[src/rtl/lsm_sequencer.sv]
// ---------------------------------------------------------------------------
// lsm_sequencer
//   Multi-cycle sequencer for Load/Store Multiple. The decoder launches it
//   with start. It walks the 16-bit register list from the lowest set bit to
//   the highest and issues one word transfer per set bit. It generates the
//   memory address and register index for each beat, then produces the base
//   writeback value.
//
//   Optional feature macro: LSM_USER_BANK_EN
//     defined   : user_bank is raised during XFER when S=1, except for a
//                 load that has R15 in the list.
//     undefined : user_bank is tied to 0 and S is ignored.
//
// Ports
//   clk, rst_n        clock, asynchronous active-low reset
//   start             launch; only sampled while idle
//   instr             P[24] U[23] S[22] W[21] L[20] Rn[19:16] list[15:0]
//   base_val          value of Rn, captured together with start
//   mem_ready         memory accepted the current beat
//   mem_rdata         load data, valid while mem_ready=1
//   rf_rdata          register-file read data (store source)
//   busy              from the cycle after start until DONE exits
//   mem_req/mem_we    beat request / 1=store
//   mem_addr          word address of the current beat
//   mem_wdata         store data (pass-through of rf_rdata)
//   rf_idx            register of the current beat
//   rf_we/rf_wdata    load writeback into the register file
//   wb_en/wb_idx/wb_val  base writeback strobe, register and value
//   user_bank         force the user-mode register bank
//   done              one-cycle completion pulse
// ---------------------------------------------------------------------------
module lsm_sequencer #(
    parameter int ADDR_W = 32,
    parameter int WORD_B = 4
) (
    input  logic              clk,
    input  logic              rst_n,
    input  logic              start,
    input  logic [31:0]       instr,
    input  logic [ADDR_W-1:0] base_val,
    input  logic              mem_ready,
    input  logic [31:0]       mem_rdata,
    input  logic [31:0]       rf_rdata,
    output logic              busy,
    output logic              mem_req,
    output logic              mem_we,
    output logic [ADDR_W-1:0] mem_addr,
    output logic [31:0]       mem_wdata,
    output logic [3:0]        rf_idx,
    output logic              rf_we,
    output logic [31:0]       rf_wdata,
    output logic              wb_en,
    output logic [3:0]        wb_idx,
    output logic [ADDR_W-1:0] wb_val,
    output logic              user_bank,
    output logic              done
);

    typedef enum logic [2:0] {
        S_IDLE,
        S_SETUP,
        S_XFER,
        S_WB,
        S_DONE
    } state_t;

    localparam logic [ADDR_W-1:0] STEP = ADDR_W'(WORD_B);

    state_t            state, state_nx;
    logic [24:0]       instr_q;   // control fields and original list
    logic [ADDR_W-1:0] base_q;
    logic [ADDR_W-1:0] addr_q;
    logic [ADDR_W-1:0] wb_val_q;
    logic [15:0]       pend_q;    // registers still to be transferred

    // Latched instruction fields
    logic        f_p, f_u, f_w, f_l;
    logic [3:0]  f_rn;
    logic [15:0] f_list;

    assign f_p    = instr_q[24];
    assign f_u    = instr_q[23];
    assign f_w    = instr_q[21];
    assign f_l    = instr_q[20];
    assign f_rn   = instr_q[19:16];
    assign f_list = instr_q[15:0];

    // -----------------------------------------------------------------------
    // Helpers
    // -----------------------------------------------------------------------
    function automatic logic [4:0] popcount16(input logic [15:0] v);
        logic [4:0] n;
        n = '0;
        for (int i = 0; i < 16; i++) begin
            n = n + 5'(v[i]);
        end
        return n;
    endfunction

    // The loop runs from the top down, so the last hit is the lowest set bit.
    function automatic logic [3:0] lowest_set(input logic [15:0] v);
        logic [3:0] idx;
        idx = '0;
        for (int i = 15; i >= 0; i--) begin
            if (v[i]) idx = 4'(i);
        end
        return idx;
    endfunction

    // -----------------------------------------------------------------------
    // SETUP arithmetic: span = N * WORD_B. Everything wraps mod 2^ADDR_W.
    // -----------------------------------------------------------------------
    logic [ADDR_W-1:0] span;
    logic [ADDR_W-1:0] start_addr;
    logic [ADDR_W-1:0] final_base;

    assign span = ADDR_W'(popcount16(f_list)) * STEP;

    always_comb begin
        start_addr = base_q;
        unique case ({f_p, f_u})
            2'b01: start_addr = base_q;                 // IA
            2'b11: start_addr = base_q + STEP;          // IB
            2'b00: start_addr = base_q - span + STEP;   // DA
            2'b10: start_addr = base_q - span;          // DB
            default: start_addr = base_q;
        endcase
    end

    assign final_base = f_u ? (base_q + span) : (base_q - span);

    // The last beat is the one where only a single pending bit remains.
    logic last_beat;
    assign last_beat = (pend_q & (pend_q - 16'd1)) == 16'd0;

    // -----------------------------------------------------------------------
    // FSM
    // -----------------------------------------------------------------------
    always_ff @(posedge clk or negedge rst_n) begin
        if (!rst_n) begin
            state <= S_IDLE;
        end else begin
            state <= state_nx;
        end
    end

    always_comb begin
        state_nx = state;
        unique case (state)
            S_IDLE:  if (start) state_nx = S_SETUP;
            S_SETUP: state_nx = (f_list == 16'd0) ? S_DONE : S_XFER;
            S_XFER:  if (mem_ready && last_beat) state_nx = f_w ? S_WB : S_DONE;
            S_WB:    state_nx = S_DONE;
            S_DONE:  state_nx = S_IDLE;
            default: state_nx = S_IDLE;
        endcase
    end

    // -----------------------------------------------------------------------
    // Datapath registers
    // -----------------------------------------------------------------------
    always_ff @(posedge clk or negedge rst_n) begin
        if (!rst_n) begin
            instr_q  <= '0;
            base_q   <= '0;
            addr_q   <= '0;
            wb_val_q <= '0;
            pend_q   <= '0;
        end else begin
            unique case (state)
                S_IDLE: begin
                    if (start) begin
                        instr_q <= instr[24:0];
                        base_q  <= base_val;
                        pend_q  <= instr[15:0];
                    end
                end
                S_SETUP: begin
                    addr_q   <= start_addr;
                    wb_val_q <= final_base;
                end
                S_XFER: begin
                    if (mem_ready) begin
                        addr_q <= addr_q + STEP;
                        pend_q <= pend_q & (pend_q - 16'd1);   // clear lowest set bit
                    end
                end
                default: ;
            endcase
        end
    end

    // -----------------------------------------------------------------------
    // Outputs
    // -----------------------------------------------------------------------
    assign busy      = (state != S_IDLE);
    assign mem_req   = (state == S_XFER);
    assign mem_we    = mem_req & ~f_l;
    assign mem_addr  = addr_q;
    assign mem_wdata = rf_rdata;
    assign rf_idx    = lowest_set(pend_q);
    assign rf_we     = mem_req & mem_ready & f_l;
    assign rf_wdata  = mem_rdata;
    // A load that includes Rn keeps the loaded value, so the writeback is dropped.
    assign wb_en     = (state == S_WB) & ~(f_l & f_list[f_rn]);
    assign wb_idx    = f_rn;
    assign wb_val    = wb_val_q;
    assign done      = (state == S_DONE);

`ifdef LSM_USER_BANK_EN
    // A load of R15 with S=1 is a mode restore, not a user-bank transfer.
    assign user_bank = mem_req & instr_q[22] & ~(f_l & f_list[15]);
`else
    assign user_bank = 1'b0;
    logic unused_s;
    assign unused_s = instr_q[22];
`endif

    logic unused_instr;
    assign unused_instr = ^instr[31:25];

endmodule

[config.mk]
export PLATFORM = sky130hd
export DESIGN_NAME = lsm_sequencer
export DESIGN_NICKNAME = d
export VERILOG_FILES = /design/src/rtl/lsm_sequencer.sv
export SDC_FILE = /design/constraint.sdc
export NUM_CORES = 1
export LEC_CHECK = 0
export CAP_MARGIN = 20
export CORE_ASPECT_RATIO = 0.5
export CORE_MARGIN = 5
export CORE_UTILIZATION = 54
export CTS_CLUSTER_DIAMETER = 150
export CTS_CLUSTER_SIZE = 30
export DETAILED_ROUTE_END_ITERATION = 10
export GPL_TIMING_DRIVEN = 0
export PLACE_DENSITY = 0.84
export SYNTH_ARGS = -nofsm -noshare
export SYNTH_HDL_FRONTEND = slang
export SYNTH_SLANG_ARGS = --single-unit
[constraint.sdc]
create_clock -name clk -period 15.4 [get_ports clk]
set_clock_uncertainty 0.15 [all_clocks]
set_input_delay 3.08 -clock clk [delete_from_list [all_inputs] [get_ports clk]]
set_output_delay 3.08 -clock clk [all_outputs]
set_load 0.05 [all_outputs]
==> results of run 1 <==
layout make-up:
cell class	instances	area share, %
repair buffers	203	14.6
clock buffers	20	3.19
well taps	266	2.38
multi-input cells	1074	45.9
plain buffers	161	6.24
inverters	58	1.55
flip-flops and latches	139	24.8
clock inverters	12	1.34
cells in the mapped netlist, drive strengths merged (22+ instances only):
master  count  area share, %
clkbuf     85            2.9
xor2       26            2.1
inv        55            1.9
nor2       90            3.1
dfrtp     139             32
xnor2      46            3.7
nor3       47            2.2
nand2     264            9.0
nor4       24            1.6
buf        76            5.0
o21ai     136            6.2
ha         22            2.5
nand3      34            1.6
a21oi      87            4.0
metrics by stage:
step / setup slack (ns) / hold slack [ns] / instances / cell area, µm² / util [%]
final: 6.81 / 0.326 / 1933 / 14000 / 71.0
after global routing: 6.80 / 0.348 / 1933 / 14000 / 71.0
after CTS: 6.88 / 0.331 / 1933 / 14000 / 71.0
after detailed placement: 6.90 / 0.314 / 1901 / 13400 / 67.8
after global placement: 5.57 / 0.312 / 1899 / 13300 / 67.6
after floorplan: 8.34 / 0.296 / 1432 / 11000 / -
sequential cells by signal, indices dropped and copies added (netlist names):
name      count
base_q       32
instr_q      24
pend_q       16
state         3
wb_val       32
mem_addr     32
kinds of logic (layout without fill, tap and decap cells):
family / after synthesis / in the layout / synth area share [%]
simple gates: 583 / 583 / 25.3
other cells: 1 / 1 / 0.0341
compound gates: 362 / 362 / 20.0
mux: 21 / 21 / 2.52
flops: 139 / 139 / 31.6
xor+xnor: 72 / 72 / 5.74
buf+inv: 219 / 454 / 9.92
fa+ha+maj: 35 / 35 / 4.78
routing by layer:
metal	GRT usage (%)	part of all wire [%]
met2	58.7	44
met4	13.8	3.7
met1	49.8	38
met3	13.4	15
met5	0	0
final timing paths:
| kind | slack (ns) | start | to |
|---|---|---|---|
| max | 6.81 | mem_ready | rf_we |
| min | 0.33 | wb_val[0] | wb_val[0] |
| max reg2reg | 7.66 | instr_q[5] | mem_addr[31] |
| min reg2reg | 0.33 | wb_val[0] | wb_val[0] |
| max in group asynchronous | 11.77 | rst_n | wb_val[8] |
| min in group asynchronous | 2.53 | rst_n | pend_q[7] |
worst max-delay path, stage by stage:
cell and delay (ns):
clkdlybuf4s50_1 0.57, clkbuf_1 0.59, and3_1 0.30, clkdlybuf4s50_1 0.82
==> impl_results.md, run 1 <==
- DRC viols: 0
- Clock latency on the worst-skew pair: 0.45 ns
- Total wire length: 45.9 mm
- # clock sinks: 139
- RSZ-0062 raised after global routing: false
- Syn Area/Cell: 7.68 µm²
- Hold_buf cts: 0
- Chip height: 111 µm
- Total number of H-tree levels: 4
- Share of cells above drive strength 1: 7.62%
- GRT Util Overall: 38.1%
- GRT overflow: 0
- Clk buf depth: 2
- CP Max Fanout: 10
- Storage element area: 0.00348 mm²
- Fillers: 1546
- Worst Setup Start Kind: input port
- Num CTS Buffers: 17
- EDFF count, synth: 0
- First-pass GRT wire length: 69.6 mm
- Type of the worst setup path: in2out
- Clk pin slew, worst setup/hold paths: 0.07 ns
- Die area: 0.0235 mm²
- Final GP Congestion: 1.05
- I/O pin total: 275
- Worst slew pin tran: 1.19 ns
- WHS Path Cells: 2
- Largest net degree at the start of global routing: 78
- Number of warnings issued by yosys: 0
- Std cell rows: 36
- CP endpoint kind: output pin
- Rel. slew slack: 20.2%
- Hold Fails Final Rpt: 0
- Syn_nets: 1598
- Max-Cap Viols: 0
- Commonest cells after routing, fill and taps aside: nand2_1 (264), clkdlybuf4s50_1 (200), dfrtp_1 (139), o21ai_0 (134), nor2_1 (90)
- Post-Syn Area: 0.0110 mm²
- FFs w/ async S/R, synth: 100%
- Die Width: 212 µm
- Finish-stage setup viols: 0
- Slew Limit Fails: 0
- Nets: 1820
- Initial core utilization: 55.7%
- Tmin final: 8.59 ns
- Wire length per cell: 23.8 µm
- Number of antenna-violating nets in the routed design: 0
- IO Port Bufs: 201
- Clk root buf: clkbuf_16
- Reg2Reg Depth: 21
- Final period utilization: 55.8%
- Initial antenna violation count: 0
- TritonCTS clock tree: done
- Drt initial violations: 1697
- Mapped Cells: 1432
- Critical path arrival: 5.36 ns
- Mean number of vias per cell: 6.45
- Syn-to-layout area delta: 27.4%
- Setup_tns: 0 ns
- Hold Path Class: reg2reg
- Post-CTS Setup Bufs: 0
- Most common cell after layout, fill and taps aside: nand2_1
- Top FF cell, synth: dfrtp_1
- Number of global-route vias before repair: 12200
- CORE AREA: 0.0197 mm²
- Sequential share of the synthesized area: 31.6%
- Via count: 12500
- Inserted Diodes: 0
- WP data required: 12.17 ns
- Multi-input gate area: 0.00642 mm²
- Post-cts gate resize count: 0
- Hpwl dp: 34.2 mm
- FMAX: 116 MHz
- DRT Pass-1 Iters: 7
- Status: finished, final reports clean
- Yosys cell types: 81
- FF+latch count, synth: 139
Power of run 1 is left out: the tool's default activity adds up to more than one toggle a clock period on the data nets, which glitch-free logic cannot reach.
==> inputs of run 2 (changes only) <==
--- a/config.mk
+++ b/config.mk
@@ -8,12 +8,12 @@
 export CAP_MARGIN = 20
 export CORE_ASPECT_RATIO = 0.5
 export CORE_MARGIN = 5
-export CORE_UTILIZATION = 54
+export CORE_UTILIZATION = 46
 export CTS_CLUSTER_DIAMETER = 150
 export CTS_CLUSTER_SIZE = 30
 export DETAILED_ROUTE_END_ITERATION = 10
 export GPL_TIMING_DRIVEN = 0
-export PLACE_DENSITY = 0.84
+export PLACE_DENSITY = 0.75
 export SYNTH_ARGS = -nofsm -noshare
 export SYNTH_HDL_FRONTEND = slang
 export SYNTH_SLANG_ARGS = --single-unit
==> constraint.sdc (replaced) <==
create_clock -name clk -period 6.9 [get_ports clk]
set_clock_uncertainty 0.15 [all_clocks]
set_input_delay 1.38 -clock clk [delete_from_list [all_inputs] [get_ports clk]]
set_output_delay 1.38 -clock clk [all_outputs]
set_load 0.05 [all_outputs]
==> run 2 against run 1 <==
Net effect:
- sequential share of layout area shrank 0.90 points
- global-route usage shrank 4.7 points
- sequential cell count is the same
- largest cell class unchanged
==> impl_results.md, run 2 (synthesis results as in run 1) <==
- # clock sinks: 139
- FMAX: 147 MHz
- Total wire length: 47.3 mm
- Clk root buf: clkbuf_16
- Hold_buf cts: 0
- Status: finished, final reports clean
- Max-Cap Viols: 0
- Initial core utilization: 46.2%
- Initial antenna violation count: 0
- Number of antenna-violating nets in the routed design: 0
- GRT Util Overall: 33.4%
- Hold Path Class: reg2reg
- Final period utilization: 98.5%
- Mean number of vias per cell: 6.17
- Design Area, Final: 0.0145 mm²
- Chip height: 119 µm
- Via count: 12400
- Die area: 0.0273 mm²
- DRT Pass-1 Iters: 5
- Most common cell after layout, fill and taps aside: nand2_1
- Num CTS Buffers: 17
- CORE AREA: 0.0238 mm²
- I/O pin total: 275
- Wire length per cell: 23.6 µm
- Tmin final: 6.80 ns
- First-pass GRT wire length: 70.4 mm
- TritonCTS clock tree: done
- Clk buf depth: 2
- Syn-to-layout area delta: 32.2%
- Worst Setup Start Kind: flip-flop
- Worst slew pin tran: 1.09 ns
- Nets: 1843
- Type of the worst setup path: reg2reg
- Std cell rows: 40
- Hpwl dp: 35.2 mm
- Final Worst Setup Slack: 0.100 ns
- Clock latency on the worst-skew pair: 0.46 ns
- Fin Hold WS: 0.331 ns
- Setup_tns: 0 ns
- GRT overflow: 0
- IO Port Bufs: 201
- Finish-stage setup viols: 0
- Rel. slew slack: 26.0%
- Share of cells above drive strength 1: 11.8%
- Final GP Congestion: 0.979
- DRC viols: 0
- Number of global-route vias before repair: 11700
- CP endpoint kind: flip-flop
- Total number of H-tree levels: 4
- Commonest cells after routing, fill and taps aside: nand2_1 (264), clkdlybuf4s50_1 (200), dfrtp_1 (139), o21ai_0 (134), buf_4 (94)
- Die Width: 229 µm
- RSZ-0062 raised after global routing: true
- CP Max Fanout: 11
- Pre-CTS setup slack: -0.809 ns
- Slew Limit Fails: 0
- Fillers: 2122
- WP data required: 7.10 ns
- Hold Fails Final Rpt: 0
- Largest net degree at the start of global routing: 78
- Clk pin slew, worst setup/hold paths: 0.07 ns
- Placed inst area: 0.0134 mm²
- Critical path arrival: 7.00 ns
- Drt initial violations: 1470
==> run 2: cell types whose count changed in the layout (fill, tap and decap cells not counted), sizes merged <==
cell / change
buf: +27
clkbuf: -6
inv: +6
clkinv: -3
bufinv: -2
clkinvlp: +1
diode: +1
==> run 2: worst max-delay path, stage by stage, from the launching register on <==
cell	delay, ns
dfrtp_1	0.35
clkbuf_1	0.79
clkinvlp_4	0.73
ha_1	0.41
clkbuf_2	0.22
clkbuf_1	0.36
clkbuf_1	0.46
buf_1	0.47
o21ai_0	0.40
ha_1	0.27
nor2b_2	0.33
nand3b_1	0.24
or4bb_4	0.62
nor4_4	0.16
buf_6	0.16
nand3_1	0.09
xor2_1	0.16
a211o_1	0.29
==> run 2: what timing repair did <==
action                     in CTS  in global routing
setup buffers                   9                 18
gates resized for setup        25                 39
setup endpoints to repair      15                 18
pin swaps                       6                 19
==> run 2: final cells by class <==
type	instances	area, µm²	share of cell area, %
inverter	58	221	1.52
timing repair buffer	230	2260	15.5
clock buffer	18	439	3.02
clock inverter	14	171	1.18
multi-input combinational	1074	6710	46.2
antenna	1	2.50	0.0172
sequential	139	3480	23.9
tap	315	394	2.71
buffer	157	862	5.93
==> run 2: routing by layer <==
layer	vias up	wire length [µm]	GRT usage, %
li1	5466	-	-
met2	805	20400	49.7
met1	5984	19600	46.1
met3	115	5740	9.74
met4	0	1590	12.7
met5	-	0	0
==> run 2: through the flow <==
stage | instances | util [%]
final | 2006 | 61.1
after global routing | 2005 | 61.1
after CTS | 1989 | 59.9
after detailed placement | 1950 | 56.5
after global placement | 1948 | 56.4
after floorplan | 1432 | -
==> run 2: final timing paths <==
path	start	endpoint	slack, ns	cells after the start
max reg2reg	instr_q[23]	mem_addr[30]	0.10	17
min	wb_val[17]	wb_val[17]	0.33	2
min reg2reg	wb_val[17]	wb_val[17]	0.33	2
min in group asynchronous	rst_n	pend_q[8]	0.74	1
max	instr_q[23]	mem_addr[30]	0.10	17
max in group asynchronous	rst_n	wb_val[8]	5.01	2
Power of run 2 is left out for the same reason.
==> inputs of run 3 (changes only) <==
--- a/config.mk
+++ b/config.mk
@@ -10,10 +10,10 @@
 export CORE_MARGIN = 5
 export CORE_UTILIZATION = 46
 export CTS_CLUSTER_DIAMETER = 150
-export CTS_CLUSTER_SIZE = 30
 export DETAILED_ROUTE_END_ITERATION = 10
 export GPL_TIMING_DRIVEN = 0
 export PLACE_DENSITY = 0.75
+export SLEW_MARGIN = 20
 export SYNTH_ARGS = -nofsm -noshare
 export SYNTH_HDL_FRONTEND = slang
 export SYNTH_SLANG_ARGS = --single-unit
==> run 3 against run 2 <==
Net effect:
- first-iteration DRC count up 11%
- die area did not move
- register-to-register slack gained 0.08 ns
- utilization fell by 0.67 points
- sequential share of layout area increased by 0.27 points
- wire length decreased by 1.4%
- worst hold slack lost 0.0026 ns
- cell area shrank 1.1%
- maximum frequency rose by 1.2%
- highest routed layer is now met5
==> impl_results.md, run 3 (synthesis results as in run 1) <==
- Status: finished, final reports clean
- Hold Path Class: reg2reg
- Total wire length: 46.7 mm
- Share of cells above drive strength 1: 11.0%
- Fillers: 2157
- Setup_tns: 0 ns
- Wire length per cell: 23.4 µm
- Final period utilization: 97.4%
- Most common cell after layout, fill and taps aside: nand2_1
- GRT overflow: 0
- Nets: 1832
- Mean number of vias per cell: 6.20
- Die Width: 229 µm
- Number of global-route vias before repair: 11600
- Chip height: 119 µm
- WP data required: 7.11 ns
- WHS Path Cells: 2
- Clk buf depth: 2
- I/O pin total: 275
- Final GP Congestion: 0.979
- Die area: 0.0273 mm²
- Hpwl dp: 35.1 mm
- R2R Setup Slk: 0.18 ns
- Clock latency on the worst-skew pair: 0.47 ns
- GRT Util Overall: 33.2%
- DRC viols: 0
- Non-filler instance count after layout: 1994
- Hold_buf cts: 0
- Reg2Reg Depth: 22
- Num CTS Buffers: 17
- CP endpoint kind: flip-flop
- TritonCTS clock tree: done
- Type of the worst setup path: reg2reg
- Syn-to-layout area delta: 30.7%
- Initial antenna violation count: 0
- Slowest CP cell: or4bb_4
- Total number of H-tree levels: 4
- Std cell rows: 40
- Rel. slew slack: 27.5%
- First-pass GRT wire length: 69.7 mm
- Critical path arrival: 6.93 ns
- Largest net degree at the start of global routing: 78
- Finish-stage setup viols: 0
- Placed Cells incl. Taps: 1949
- Worst Setup Start Kind: flip-flop
- Commonest cells after routing, fill and taps aside: nand2_1 (264), clkdlybuf4s50_1 (200), dfrtp_1 (139), o21ai_0 (133), nor2_1 (89)
- Drt initial violations: 1628
- Fin Hold WS: 0.329 ns
- Number of antenna-violating nets in the routed design: 0
- Inserted Diodes: 0
- Max-Cap Viols: 0
- Worst path cell trace: inv_1, fa_1, fa_1, fa_1, fa_1, inv_2, ha_4, fa_2, a21o_1, and2_4, inv_1, ha_4, or3b_4, or3_4, or3_4, a22oi_2, or4bb_4, nor4_4, buf_4, nand3_1, xor2_1, a211o_1
- Worst path max stage delay: 0.62 ns
- FMAX: 149 MHz
- CORE AREA: 0.0238 mm²
- Worst slew pin tran: 1.07 ns
- Crit path top cell by count: fa_1
- IO Port Bufs: 201
- Clk pin slew, worst setup/hold paths: 0.07 ns
- FF-to-FF Start: instr_q[9]
- Hold Fails Final Rpt: 0
- CP Max Fanout: 7
- RR Endpoint: mem_addr[30]
- Clk root buf: clkbuf_16
- # clock sinks: 139
- Via count: 12400
- Hold Path End: wb_val[15]
- DRT Pass-1 Iters: 6
- Tmin final: 6.72 ns
- Min-delay src: wb_val[15]
- Initial core utilization: 46.2%
- Slew Limit Fails: 0
run 3: changes by cell type in the layout (fill, tap and decap cells not counted), sizes merged:
| cell | previous run | this run |
|---|---|---|
| buf | 106 | 95 |
| bufinv | 2 | 0 |
| clkdlybuf4s15 | 0 | 1 |
| clkinv | 5 | 11 |
| diode | 1 | 0 |
| inv | 63 | 58 |
run 3: stage by stage:
step           cell area [µm²]  worst slack, ns  util (%)
3_5_place_dp             13400           -0.773      56.5
3_3_place_gp             13400            -1.41      56.4
2_1_floorplan            11000            0.543         -
6_report                 14400            0.179      60.5
4_1_cts                  14100           0.0232      59.5
5_1_grt                  14400          -0.0320      60.5
run 3: worst max-delay path by stage:
stage,startpoint,to,slack (ns),depth (start not counted)
2_1_floorplan,instr_q[0],mem_addr[31],0.54,21
3_3_place_gp,rst_n,wb_val[7],-1.41,1
3_5_place_dp,instr_q[5],mem_addr[31],-0.77,20
4_1_cts,instr_q[5],mem_addr[31],0.02,22
5_1_grt,instr_q[15],mem_addr[31],-0.03,22
6_report,instr_q[9],mem_addr[30],0.18,22
run 3: cell type report:
type	count	area (µm²)	area share (%)
Clock buffer	19	433	3.01
Buffer	157	870	6.05
Clock inverter	13	93.8	0.653
Sequential cell	139	3480	24.2
Multi-Input combinational cell	1074	6710	46.7
Tap cell	315	394	2.74
Timing Repair Buffer	219	2170	15.1
Inverter	58	221	1.54
run 3: timing repair:
action / 4_1_cts / 5_1_grt
buffers inserted: 10 / 7
setup endpoints to repair: 14 / 19
cloned: 0 / 0
pin swaps: 6 / 13
gates resized for setup: 23 / 41
run 3: per-layer routing:
metal / track usage (%) / routed length [µm] / vias up
met5: 2.21 / 77 / -
met4: 11.7 / 1540 / 2
met3: 9.74 / 5390 / 117
met2: 49.2 / 20000 / 859
met1: 46.2 / 19700 / 5935
li1: - / - / 5441
run 3: worst max-delay path: cells and delay by family, from the launching register on:
family / cells / cell delay, ns
fa+ha+maj: 7 / 2.60
simple gates: 7 / 2.25
compound gates: 3 / 0.65
buf+inv: 4 / 0.44
flops: 1 / 0.36
xor+xnor: 1 / 0.16
Power of run 3 is left out for the same reason.
